<file path="config.mk">
export PLATFORM = sky130hd
export DESIGN_NAME = sram_port_arbiter
export DESIGN_NICKNAME = d
export VERILOG_FILES = /design/src/rtl/sram_port_arbiter.sv
export SDC_FILE = /design/constraint.sdc
export NUM_CORES = 1
export LEC_CHECK = 0
export BUFFER_PORTS_ARGS = -buffer_cell sky130_fd_sc_hd__buf_2
export CAP_MARGIN = 20
export CORE_AREA = 2 2 118 120
export CTS_BUF_LIST = sky130_fd_sc_hd__clkbuf_4 sky130_fd_sc_hd__clkbuf_8
export CTS_CLUSTER_DIAMETER = 40
export DETAILED_ROUTE_END_ITERATION = 10
export DIE_AREA = 0 0 120 122
export PLACE_DENSITY = 0.65
export RECOVER_POWER = 25
export SLEW_MARGIN = 20
export SYNTH_ARGS = -nofsm -noshare
export SYNTH_HDL_FRONTEND = slang
export SYNTH_SLANG_ARGS = --single-unit
</file>
<file path="constraint.sdc">
create_clock -name clk -period 2.2 [get_ports clk]
set_input_delay 0 -clock clk [delete_from_list [all_inputs] [get_ports clk]]
set_output_delay 0 -clock clk [all_outputs]
set_load 0.1 [all_outputs]
</file>
<file path="src/rtl/sram_port_arbiter.sv">
// sram_port_arbiter
//
// Shares one single-ported synchronous SRAM between the instruction-fetch
// requester and the data (load/store) requester of the 5-stage pipeline.
// At most one access is granted per cycle. Data wins ties unless fetch has
// been denied MAX_STARVE cycles in a row, in which case fetch is forced
// ahead. Read data comes back from the SRAM one cycle after the grant and
// is steered to whichever requester issued the read.
//
// Ports
//   clk, rst                      clock, synchronous active-high reset
//   inst_req/inst_addr            fetch read request (held until inst_ack)
//   inst_ack                      fetch accepted this cycle (combinational)
//   inst_rvalid/inst_rdata        fetch response, one cycle after inst_ack
//   data_req/data_wr/data_wstrb/
//   data_addr/data_wdata          load/store request (held until data_ack)
//   data_ack                      data accepted this cycle (combinational)
//   data_rvalid/data_rdata        load response, one cycle after data_ack
//   sram_en/sram_wen/sram_addr/
//   sram_wdata/sram_rdata         single-ported SRAM interface
//   conflict_cnt                  saturating count of cycles with both requests
module sram_port_arbiter #(
    parameter int ADDR_WIDTH = 32,
    parameter int DATA_WIDTH = 32,
    parameter int MAX_STARVE = 4
) (
    input  logic                  clk,
    input  logic                  rst,
    input  logic                  inst_req,
    input  logic [ADDR_WIDTH-1:0] inst_addr,
    output logic                  inst_ack,
    output logic                  inst_rvalid,
    output logic [DATA_WIDTH-1:0] inst_rdata,
    input  logic                  data_req,
    input  logic                  data_wr,
    input  logic [3:0]            data_wstrb,
    input  logic [ADDR_WIDTH-1:0] data_addr,
    input  logic [DATA_WIDTH-1:0] data_wdata,
    output logic                  data_ack,
    output logic                  data_rvalid,
    output logic [DATA_WIDTH-1:0] data_rdata,
    output logic                  sram_en,
    output logic [3:0]            sram_wen,
    output logic [ADDR_WIDTH-1:0] sram_addr,
    output logic [DATA_WIDTH-1:0] sram_wdata,
    input  logic [DATA_WIDTH-1:0] sram_rdata,
    output logic [31:0]           conflict_cnt
);

    localparam logic [2:0] MaxStarve = 3'(MAX_STARVE);

    typedef enum logic [1:0] {
        RESP_NONE,
        RESP_INST,
        RESP_DATA
    } resp_e;

    resp_e       resp_sel_q, resp_sel_d;
    logic [2:0]  starve_q, starve_d;
    logic [31:0] conflict_q, conflict_d;
    logic        force_inst;
    logic        grant_inst;
    logic        grant_data;

    assign force_inst = (starve_q == MaxStarve);

    // Grant selection and SRAM drive. Data wins a tie unless fetch has been
    // starved long enough to be forced through. Nothing is granted in reset.
    always_comb begin
        grant_inst = 1'b0;
        grant_data = 1'b0;
        if (!rst) begin
            if (inst_req && (!data_req || force_inst)) begin
                grant_inst = 1'b1;
            end else if (data_req) begin
                grant_data = 1'b1;
            end
        end

        sram_en    = grant_inst | grant_data;
        sram_addr  = grant_inst ? inst_addr : data_addr;
        sram_wen   = (grant_data && data_wr) ? data_wstrb : 4'b0000;
        sram_wdata = data_wdata;
    end

    assign inst_ack = grant_inst;
    assign data_ack = grant_data;

    // Next-state for the in-flight tag, the starvation counter and the
    // conflict counter. Stores leave nothing in flight. The starvation
    // counter only grows while fetch is actually waiting behind data.
    always_comb begin
        resp_sel_d = RESP_NONE;
        if (grant_inst) begin
            resp_sel_d = RESP_INST;
        end else if (grant_data && !data_wr) begin
            resp_sel_d = RESP_DATA;
        end

        starve_d = starve_q;
        if (grant_inst || !inst_req) begin
            starve_d = 3'd0;
        end else if (grant_data && (starve_q < MaxStarve)) begin
            starve_d = starve_q + 3'd1;
        end

        conflict_d = conflict_q;
        if (inst_req && data_req && (conflict_q != 32'hFFFF_FFFF)) begin
            conflict_d = conflict_q + 32'd1;
        end
    end

    // State registers; reset also drops any read still in flight.
    always_ff @(posedge clk) begin
        if (rst) begin
            resp_sel_q <= RESP_NONE;
            starve_q   <= 3'd0;
            conflict_q <= 32'd0;
        end else begin
            resp_sel_q <= resp_sel_d;
            starve_q   <= starve_d;
            conflict_q <= conflict_d;
        end
    end

    // The response valid is masked while reset is held so a read issued just
    // before reset never surfaces.
    assign inst_rvalid  = (resp_sel_q == RESP_INST) && !rst;
    assign data_rvalid  = (resp_sel_q == RESP_DATA) && !rst;
    assign inst_rdata   = sram_rdata;
    assign data_rdata   = sram_rdata;
    assign conflict_cnt = conflict_q;

endmodule

</file>
==> out/metrics.cfg <==
[cells_and_area]
drive_gt1_share_pct=59.9
area_delta_synth_final_pct=33.6
final_nets=558
n_antenna_cell=0
postLayoutCoreUtil_pct=30.7
fin_cells=599
num-fill-cells=1415

[floorplanning]
design.die.area_um2=14600
rows=43
die_w_um=120
die_h_um=122
io_pins=306
core_area_um2=13500
start_util_pct=22.9

[hold_path]
min_path_type=in2out
hp-start=data_wdata[18]
worstHoldPathCells=0
hold_end=sram_wdata[18]

[detailed_routing]
antenna_left=0
vias=2664
drc=0
wl_per_cell_um=15.3
vias_per_cell=4.45
first_pass_iters=4
drtIter0Drc=69
drt-total-wl_um=9150

[place]
gp_congestion=0.836
dp_slack_ps=172
place_inst=589
place_hpwl_um=7630
port_buffers=145

[synth]
synth_ff_type=dfxtp_1
synth_nets=507
avgSynthCellArea_um2=8.44
synth_edf_count=0
synth_seq_cells=37
yosysMostFrequentCell=buf_4
ys_top_cells_by_area=dfxtp_1 24%, buf_4 24%, mux2_2 13%
syn_area_um2=3100
ys_top_cells_by_count=97 x buf_4, 37 x dfxtp_1, 36 x mux2_2
netlist_instances=367
synth.distinct_cells=44
synth.largest_area_cell=dfxtp_1
yosysTopAreaCellShare_pct=23.9
postSynth.asyncResetShare_pct=0
yosys_warnings=0
yosysSeqAreaShare_pct=23.9

[pwr]
clkPwrFrac_pct=29.1
p_sw_share_pct=37.7
internal_power_mw=1.26
p_comb_share_pct=38.6
p_per_area_nw_per_um2=488
power.net_switching_uw=762
pwr-share-seq_pct=32.3
leakage_nw=1.71
ir_drop_v=0.000189

[worst_setup_path]
critical_path_arrival_ps=2270
start_kind=input port
critPathRequiredTime_ps=2390
rrSetupSlack_ps=160
critPathMaxStageDelay_ps=550
cp_slowest_cell=a2111oi_2
r2r-start=conflict_cnt[0]
crit_chain=dlygate4sd3_1, buf_2, nand4_2, or3_4, a2111oi_2, a21oi_1, a31o_2
worst-setup-path-type=in2reg
crit_buf_inv=2
crit_family=compound AO/OA/AOI/OAI gates
r2r_cells=6
reg2reg_to=conflict_cnt[30]
end_kind=flop
path_max_fanout=6

[global_route]
antenna_found_initial=0
track_usage_pct=11.9
grt_pass1_wl_um=13600
overflow=0
grt_max_degree=46
grt_pass1_vias=2511

[sta]
fin_crit_sh_pct=94.4
setup_violations=0
timing.fmax_ghz=0.482
rsz0062_at_grt=false
finalSetupTns_ps=0
fin_crit_ps=2080
slew_violations=0
relSlewSlack_pct=64.9
tightest_slew_ps=525
fin_skew_ps=2.78
finalHoldViolCount=0
timing.final.ws_setup_ps=124

[cts]
root_buffer=clkbuf_8
htree_levels=2
cts_tree=built
numCtsBuffers=5
clockBufferDepth=2
insertion_delay_ps=290
clkTransAtPathRegs_ps=70
cts.sinks=37

[status]
status=finished, final reports clean

[run]
drv_cap=0

what timing repair did:
item                                   4_1_cts  5_1_grt
hold buffers                                 1        1
resized for setup                            0        0
endpoints found under the hold margin        1        1
buffers inserted                             0        0
layout make-up:
cell class                      instances  area [um^2]  area share, %
Inverter                                8         30.0          0.725
Sequential cell                        37          841           20.3
Clock inverter                          3         41.3          0.997
Tap cell                              180          225           5.44
Timing Repair Buffer                  153         1310           31.7
Multi-Input combinational cell        213         1620           39.1
Clock buffer                            5         68.8           1.66
worst max path at each step:
stage / depth (start not counted) / start / to
finish: 7 / data_req / conflict_cnt[25]
global route: 7 / data_req / conflict_cnt[25]
CTS: 5 / starve_q[1] / sram_wen[1]
detailed placement: 6 / conflict_cnt[0] / conflict_cnt[30]
global placement: 6 / conflict_cnt[0] / conflict_cnt[30]
floorplan: 4 / rst / data_rvalid
stage by stage:
step	power (mW)	hold slack [ps]	area [um^2]
3_3_place_gp	1.45	0.681	4010
5_1_grt	2.09	0.185	4140
6_report	2.02	0.0332	4140
4_1_cts	2.04	0.681	4130
2_1_floorplan	1.97	71.6	3260
3_5_place_dp	1.45	0.681	4010
power groups by stage:
stage	Combinational, mW	Clock (mW)	Sequential [mW]
floorplan	1.28	0	0.686
global placement	0.783	0	0.668
detailed placement	0.784	0	0.669
CTS	0.787	0.604	0.653
global route	0.804	0.636	0.654
finish	0.780	0.588	0.653
logic make-up (layout without fill, tap and decap cells):
| kind of cell | count (synthesis) | in the layout | synth area share (%) |
|---|---|---|---|
| xor gates and xnor gates | 14 | 14 | 3.96 |
| AOI/OAI and AO/OA | 38 | 38 | 8.80 |
| adders and majority gates | 3 | 3 | 1.21 |
| muxes | 41 | 41 | 14.7 |
| DFF | 37 | 37 | 23.9 |
| and+or+nand+nor | 117 | 117 | 21.3 |
| buffers and inverters | 117 | 169 | 26.1 |
registers in the layout (all words and copies together) (netlist names):
name,flops
resp_sel_q,2
conflict_cnt,32
starve_q,3
placed cells by master (no fill, tap or decap), drive strengths merged, types with 2 or more instances in the layout:
master,instances
and4,3
inv,8
nor3,7
nor3b,2
a31oi,4
a21oi,13
a311oi,2
or3,7
and2,2
dfxtp,37
nor2,31
nor2b,6
nand3,10
mux2,37
xor2,3
nand4,10
mux2i,4
a31o,6
and3,8
ha,3
nand2,15
nor4,7
nand2b,4
xnor2,11
o21ai,4
o31ai,3
clkbuf,5
buf,151
dlygate4sd3,2
or4,3
routing by layer:
layer,GRT usage [%],routed length [um]
met1,11.6,3180
met4,3.46,180
met2,22.9,4900
met3,4.78,892
met5,0,0
Power figures use the tool's default switching activity.
